===== config.mk =====
export PLATFORM = sky130hd
export DESIGN_NAME = instruction_loader_flat
export DESIGN_NICKNAME = d
export VERILOG_FILES = /design/src/rtl/instruction_loader_pkg.sv /design/src/rtl/instruction_loader_if.sv /design/src/rtl/instruction_loader_timeout.sv /design/src/rtl/instruction_loader.sv /design/src/flat_wrapper.sv
export SDC_FILE = /design/constraint.sdc
export NUM_CORES = 1
export LEC_CHECK = 0
export ABC_AREA = 1
export CAP_MARGIN = 10
export CORE_MARGIN = 5
export CORE_UTILIZATION = 54
export CTS_BUF_LIST = sky130_fd_sc_hd__clkbuf_8 sky130_fd_sc_hd__clkbuf_16
export CTS_CLUSTER_DIAMETER = 40
export DETAILED_ROUTE_END_ITERATION = 10
export GPL_ROUTABILITY_DRIVEN = 0
export PLACE_DENSITY = 0.84
export SYNTH_ARGS = -nofsm -noshare
export SYNTH_HDL_FRONTEND = slang
export SYNTH_SLANG_ARGS = --single-unit

===== constraint.sdc =====
create_clock -name i_clk -period 5 [get_ports i_clk]
set_input_delay 1.5 -clock i_clk [delete_from_list [all_inputs] [get_ports i_clk]]
set_output_delay 1.5 -clock i_clk [all_outputs]
set_load 0.005 [all_outputs]

===== src/rtl/instruction_loader_pkg.sv =====
// Shared types and constants for the instruction loader: FSM state encoding,
// frame geometry and state-class helpers.
package instruction_loader_pkg;

    typedef enum logic [2:0] {
        ST_IDLE,
        ST_LEN_HI,
        ST_LEN_LO,
        ST_BYTE,
        ST_WRITE,
        ST_DONE,
        ST_ERROR
    } loader_state_t;

    localparam int LEN_BYTES  = 2;
    localparam int WORD_BYTES = 4;

    function automatic logic is_accepting(loader_state_t s);
        return s inside {ST_LEN_HI, ST_LEN_LO, ST_BYTE};
    endfunction

    function automatic logic is_busy(loader_state_t s);
        return s inside {ST_LEN_HI, ST_LEN_LO, ST_BYTE, ST_WRITE};
    endfunction

endpackage


===== src/rtl/instruction_loader_if.sv =====
// Byte-stream, instruction-memory write and core-control signals of the loader.
interface instruction_loader_if
    import instruction_loader_pkg::*;
#(
    parameter int ADDR_W = 8
);
    logic                     start;
    logic                     byte_valid;
    logic [7:0]               byte_data;
    logic                     byte_ready;
    logic                     imem_we;
    logic [ADDR_W-1:0]        imem_addr;
    logic [31:0]              imem_wdata;
    logic                     core_freeze;
    logic                     core_reset;
    logic                     busy;
    logic                     error;
    logic [8*LEN_BYTES-1:0]   words_loaded;

    modport master (
        output start, byte_valid, byte_data,
        input  byte_ready, imem_we, imem_addr, imem_wdata,
               core_freeze, core_reset, busy, error, words_loaded
    );

    modport slave (
        input  start, byte_valid, byte_data,
        output byte_ready, imem_we, imem_addr, imem_wdata,
               core_freeze, core_reset, busy, error, words_loaded
    );
endinterface


===== src/rtl/instruction_loader_timeout.sv =====
// Inter-byte idle watchdog: down-counter reloaded on clear, expires at terminal count.
module instruction_loader_timeout #(
    parameter int TIMEOUT_CYCLES = 50_000_000
) (
    input  logic i_clk,
    input  logic i_reset,
    input  logic i_clear,
    input  logic i_enable,
    output logic o_expired
);
    localparam int              CNT_W = (TIMEOUT_CYCLES > 1) ? $clog2(TIMEOUT_CYCLES) : 1;
    localparam logic [CNT_W-1:0] LOAD = CNT_W'(TIMEOUT_CYCLES - 1);

    logic [CNT_W-1:0] r_remaining;

    always_ff @(posedge i_clk or posedge i_reset) begin
        if (i_reset) begin
            r_remaining <= LOAD;
        end else if (i_clear) begin
            r_remaining <= LOAD;
        end else if (i_enable && (r_remaining != '0)) begin
            r_remaining <= r_remaining - CNT_W'(1);
        end
    end

    assign o_expired = i_enable && (r_remaining == '0);
endmodule


===== src/rtl/instruction_loader.sv =====
// Loads a length-prefixed big-endian word stream into instruction memory,
// freezing the core while loading and pulsing core_reset on success.
module instruction_loader
    import instruction_loader_pkg::*;
#(
    parameter int DEPTH          = 256,
    parameter int ADDR_W         = $clog2(DEPTH),
    parameter int TIMEOUT_CYCLES = 50_000_000
) (
    input  logic                 i_clk,
    input  logic                 i_reset,
    instruction_loader_if.slave  bus
);
    localparam int                 COUNT_W  = 8 * LEN_BYTES;
    localparam int                 IDX_W    = $clog2(WORD_BYTES);
    localparam logic [COUNT_W-1:0] DEPTH_W  = COUNT_W'(DEPTH);
    localparam logic [IDX_W-1:0]   LAST_IDX = IDX_W'(WORD_BYTES - 1);

    loader_state_t      r_state;
    loader_state_t      w_state_nxt;
    logic [IDX_W-1:0]   r_byte_idx;
    logic [31:0]        r_word;
    logic [COUNT_W-1:0] r_count;
    logic [COUNT_W-1:0] r_words_loaded;
    logic               r_byte_ready;
    logic               r_imem_we;
    logic               r_core_freeze;
    logic               r_core_reset;
    logic               r_busy;
    logic               r_error;

    logic               w_accept;
    logic               w_start_ok;
    logic               w_expired;
    logic [COUNT_W-1:0] w_len;
    logic [COUNT_W-1:0] w_words_inc;

    assign w_accept    = bus.byte_valid && r_byte_ready;
    assign w_start_ok  = bus.start && (r_state inside {ST_IDLE, ST_DONE, ST_ERROR});
    assign w_len       = {r_count[COUNT_W-1:8], bus.byte_data};
    assign w_words_inc = r_words_loaded + COUNT_W'(1);

    instruction_loader_timeout #(
        .TIMEOUT_CYCLES (TIMEOUT_CYCLES)
    ) u_timeout (
        .i_clk     (i_clk),
        .i_reset   (i_reset),
        .i_clear   (w_accept || w_start_ok),
        .i_enable  (is_accepting(r_state)),
        .o_expired (w_expired)
    );

    // A byte arriving on the same cycle the watchdog expires still wins.
    always_comb begin
        w_state_nxt = r_state;
        case (r_state)
            ST_IDLE, ST_DONE, ST_ERROR: begin
                if (bus.start) w_state_nxt = ST_LEN_HI;
            end
            ST_LEN_HI: begin
                if (w_accept)       w_state_nxt = ST_LEN_LO;
                else if (w_expired) w_state_nxt = ST_ERROR;
            end
            ST_LEN_LO: begin
                if (w_accept) begin
                    if (w_len == '0)          w_state_nxt = ST_DONE;
                    else if (w_len > DEPTH_W) w_state_nxt = ST_ERROR;
                    else                      w_state_nxt = ST_BYTE;
                end else if (w_expired) begin
                    w_state_nxt = ST_ERROR;
                end
            end
            ST_BYTE: begin
                if (w_accept) begin
                    if (r_byte_idx == LAST_IDX) w_state_nxt = ST_WRITE;
                end else if (w_expired) begin
                    w_state_nxt = ST_ERROR;
                end
            end
            ST_WRITE: begin
                w_state_nxt = (w_words_inc == r_count) ? ST_DONE : ST_BYTE;
            end
            default: w_state_nxt = ST_IDLE;
        endcase
    end

    // Outputs are registered from the next state so they line up with r_state.
    always_ff @(posedge i_clk or posedge i_reset) begin
        if (i_reset) begin
            r_state        <= ST_IDLE;
            r_byte_idx     <= '0;
            r_word         <= '0;
            r_count        <= '0;
            r_words_loaded <= '0;
            r_byte_ready   <= 1'b0;
            r_imem_we      <= 1'b0;
            r_core_freeze  <= 1'b0;
            r_core_reset   <= 1'b0;
            r_busy         <= 1'b0;
            r_error        <= 1'b0;
        end else begin
            r_state       <= w_state_nxt;
            r_byte_ready  <= is_accepting(w_state_nxt);
            r_busy        <= is_busy(w_state_nxt);
            r_core_freeze <= is_busy(w_state_nxt) || (w_state_nxt == ST_ERROR);
            r_error       <= (w_state_nxt == ST_ERROR);
            r_imem_we     <= (w_state_nxt == ST_WRITE);
            r_core_reset  <= (w_state_nxt == ST_DONE) && (r_state != ST_DONE);

            if (w_start_ok) begin
                r_words_loaded <= '0;
                r_byte_idx     <= '0;
            end

            if (w_accept) begin
                if (r_state == ST_LEN_HI) begin
                    r_count[COUNT_W-1:8] <= bus.byte_data;
                end else if (r_state == ST_LEN_LO) begin
                    r_count[7:0] <= bus.byte_data;
                end else if (r_state == ST_BYTE) begin
                    r_word     <= {r_word[23:0], bus.byte_data};
                    r_byte_idx <= r_byte_idx + IDX_W'(1);
                end
            end

            if (r_state == ST_WRITE) begin
                r_words_loaded <= w_words_inc;
            end
        end
    end

    assign bus.byte_ready   = r_byte_ready;
    assign bus.imem_we      = r_imem_we;
    assign bus.imem_addr    = r_words_loaded[ADDR_W-1:0];
    assign bus.imem_wdata   = r_word;
    assign bus.core_freeze  = r_core_freeze;
    assign bus.core_reset   = r_core_reset;
    assign bus.busy         = r_busy;
    assign bus.error        = r_error;
    assign bus.words_loaded = r_words_loaded;
endmodule


===== src/flat_wrapper.sv =====
// flat-port wrapper written by rule: the top's interface ports become plain ports
module instruction_loader_flat import instruction_loader_pkg::*;
#(
    parameter int DEPTH          = 256,
    parameter int ADDR_W         = $clog2(DEPTH),
    parameter int TIMEOUT_CYCLES = 50_000_000
)
  (i_clk, i_reset, bus_start, bus_byte_valid, bus_byte_data, bus_byte_ready, bus_imem_we, bus_imem_addr, bus_imem_wdata, bus_core_freeze, bus_core_reset, bus_busy, bus_error, bus_words_loaded);
  instruction_loader_if #(.ADDR_W(ADDR_W)) bus_i ();
  input  logic i_clk;
  input  logic i_reset;
  input wire logic [$bits(bus_i.start)-1:0] bus_start;
  input wire logic [$bits(bus_i.byte_valid)-1:0] bus_byte_valid;
  input wire logic [$bits(bus_i.byte_data)-1:0] bus_byte_data;
  output wire logic [$bits(bus_i.byte_ready)-1:0] bus_byte_ready;
  output wire logic [$bits(bus_i.imem_we)-1:0] bus_imem_we;
  output wire logic [$bits(bus_i.imem_addr)-1:0] bus_imem_addr;
  output wire logic [$bits(bus_i.imem_wdata)-1:0] bus_imem_wdata;
  output wire logic [$bits(bus_i.core_freeze)-1:0] bus_core_freeze;
  output wire logic [$bits(bus_i.core_reset)-1:0] bus_core_reset;
  output wire logic [$bits(bus_i.busy)-1:0] bus_busy;
  output wire logic [$bits(bus_i.error)-1:0] bus_error;
  output wire logic [$bits(bus_i.words_loaded)-1:0] bus_words_loaded;
  assign bus_i.start = bus_start;
  assign bus_i.byte_valid = bus_byte_valid;
  assign bus_i.byte_data = bus_byte_data;
  assign bus_byte_ready = bus_i.byte_ready;
  assign bus_imem_we = bus_i.imem_we;
  assign bus_imem_addr = bus_i.imem_addr;
  assign bus_imem_wdata = bus_i.imem_wdata;
  assign bus_core_freeze = bus_i.core_freeze;
  assign bus_core_reset = bus_i.core_reset;
  assign bus_busy = bus_i.busy;
  assign bus_error = bus_i.error;
  assign bus_words_loaded = bus_i.words_loaded;
  instruction_loader #(.DEPTH(DEPTH), .ADDR_W(ADDR_W), .TIMEOUT_CYCLES(TIMEOUT_CYCLES)) u_core (.i_clk(i_clk), .i_reset(i_reset), .bus(bus_i));
endmodule

==> impl_metrics.toml <==
[timing]
finalCritPeriodShare_pct = 67.3
setup_viol = 0
period_needed_ps = 3360
tns_ps = 0
rsz0062_at_grt = "no"
fin_hold_ws_ps = 490
final_max_slew_viol_count = 0
max-slew-margin-rel_pct = 34.1
tightestPinTransition_ps = 985
fin_worst_skew_ps = 18.9
fmax_mhz = 297
finalHoldViolations = 0

[finish]
seqCellArea_sq_um = 2550
multi_input_area_sq_um = 2080
final_cell_area_sq_um = 6050
final_common_cell = "nand2_1"
drive_gt1_share_pct = 8.25
final_cell_mix = "nand2_1 (149), dfrtp_1 (83), inv_1 (77), clkdlybuf4s50_1 (73), nor2_1 (64)"
num-nets-final = 714
antennaDiodeCount = 0
fill_cells = 724
area_growth_pct = 20.2
fin_util_pct = 66.1

[floorplan]
fp.dieArea_sq_um = 11300
die_x_um = 107
core-area_sq_um = 9150
start_util_pct = 55.0
fp.dieH_um = 107
ios = 74
rows = 35

[global_routing]
globalRouteMet2Util_pct = 35.7
grt_pass1_vias = 4342
grt_pass1_wl_um = 19700
top_usage_layer = "met2"
gr-usage-met1_pct = 27.0
grt_antenna_before_repair = 0
grt_overflow = 0
grt_usage_pct = 21.2
grtUsageMet3_pct = 5.53
grt_max_degree = 93

[critical_path]
worst_ep_arrival_time_ps = 3670
end_kind = "flip-flop"
cp_max_fo = 15
crit-reg2reg-launch = "u_core.r_state[0]"
crit_chain = "clkdlybuf4s50_1, nand2_1, inv_1, nor2_1, inv_1, a21oi_1, o21ai_0"
worstSetupStartpoint = "bus_byte_valid"
slowest_delay_ps = 670
required_ps = 5310
path_buf_inv = 3
crit_type = "in -> reg"
cpLargestDelayFamily = "buffers and inverters"
startpoint_type = "primary input"
crit_path_frequent_cell = "inv_1"
crit_path_top_delay_cell = "nor2_1"

[drt]
drc = 0
routed_via_density = 5.57
totalWireLength_um = 11600
ant_nets = 0
drt_iter0_drc = 222
dr_total_vias = 4532
firstDrtPassIters = 7
avgRoutedWirePerCell_um = 14.3

[power]
vdd_drop_max_v = 0.000320
p_leak_nw = 2.80
power.density_nw_per_um2 = 460

[clock_network]
insertion_delay_ps = 380
htree_levels = 3
cts_resized = 0
cts_tree = "done"
numClockSinks = 101
cts-buffers-inserted = 9
hold_buffers = 0
cts_buffer_depth = 2
cts_setup_buffers = 0
clk_pin_slew_ps = 100
clock_tree.root_cell = "clkbuf_8"

[yosys]
syn-num-nets = 648
avgSynthCellArea_sq_um = 7.96
synth_area_sq_um = 5030
yosysUniqueCellTypes = 30
synth_cells = 632
ys_seq_area_share_pct = 50.7
yosysWarningCount = 0
synth_seq_cells = 101

[run]
cap_violations = 0

[worst_hold_path]
min_from = "u_core.u_timeout.r_remaining[25]"
hp-class = "reg -> reg"

[place]
port_buffers = 73
placed_area_sq_um = 5810
dp_hpwl_um = 8390

[status]
outcome = "complete, no violations"
[routing by layer]
layer  routed length, um  share of wire, %  vias to the layer above
met5                   0                 0                        -
met4                 197               1.7                        0
met3                 716               6.2                       22
met2                5700                49                      180
met1                5000                43                     2133
li1                    -                 -                     2197
[flip-flops by register name (all words and copies together), names as in the netlist]
register,count
u_core.bus.imem_we,1
u_core.bus.core_freeze,1
u_core.bus.core_reset,1
u_core.r_byte_idx,2
u_core.r_count,16
u_core.u_timeout.r_remaining,26
u_core.r_state,3
u_core.bus.imem_wdata,32
u_core.bus.byte_ready,1
u_core.bus.busy,1
u_core.bus.error,1
u_core.bus.words_loaded,16
[worst reg2reg max path, cell delays in order (launching register included)]
cell and delay (ps):
dfrtp_1 410, inv_1 80, nand2_1 110, nand2_1 80
a21oi_1 200, nor2_1 100, nor2_1 630, inv_1 480
a21oi_1 240, o21ai_0 100
[cells in the mapped netlist, drive strengths merged]
cell | count | area [sq um]
or2 | 1 | 6.26
clkinv | 1 | 3.75
nand2 | 155 | 594
inv | 78 | 293
o41ai | 1 | 8.76
dfstp | 18 | 473
nand4 | 17 | 106
o22ai | 13 | 81.3
o31ai | 3 | 22.5
clkbuf | 9 | 33.8
nand3 | 47 | 235
xor2 | 2 | 17.5
mux2 | 8 | 90.1
a21oi | 33 | 165
buf | 11 | 72.6
nand3b | 2 | 15.0
nor2 | 68 | 270
o21a | 1 | 7.51
o21ai | 62 | 310
ha | 4 | 50.1
xnor2 | 3 | 26.3
dfrtp | 83 | 2080
nor3 | 12 | 70.1
[cells by family after synthesis]
kind of cell | count (synthesis) | synth area share (%)
simple gates | 302 | 25.8
compound gates | 113 | 11.8
flops | 101 | 50.7
buf+inv | 99 | 8.01
mux | 8 | 1.79
xor+xnor | 5 | 0.871
fa+ha+maj | 4 | 0.995
[stage by stage]
stage / total power [mW] / worst slack, ps / instances
after floorplan: 1.79 / 883 / 632
after global placement: 2.22 / 1420 / 797
after detailed placement: 2.27 / 1290 / 797
after CTS: 2.80 / 1700 / 813
after global routing: 2.99 / 1450 / 814
final: 2.78 / 1640 / 814
[report_power, final]
group	switching [mW]	internal, mW	total [mW]
Combinational	0.536	0.494	1.03
Sequential	0.180	1.05	1.23
Clock	0.324	0.202	0.526
Total	1.04	1.74	2.78
[layout make-up]
class                   instances  share of cell area [%]
flip-flops and latches        101                    42.2
multi-input cells             432                    34.4
repair buffers                 75                    12.7
inverters                      79                    4.95
well taps                     111                    2.30
clock buffers                   9                    2.05
clock inverters                 7                    1.47
[path summary, 6_finish.rpt]
path,end,depth (start not counted),slack [ps]
worst max register to register,u_core.u_timeout.r_remaining[2],9,2500
worst min-delay path,u_core.u_timeout.r_remaining[25],2,490
min in group asynchronous,u_core.bus.imem_wdata[27],2,1430
worst max-delay path,u_core.u_timeout.r_remaining[2],7,1640
worst min register to register,u_core.u_timeout.r_remaining[25],2,490
max in group asynchronous,u_core.r_count[9],4,2730
(Power assumes the default switching activity.)
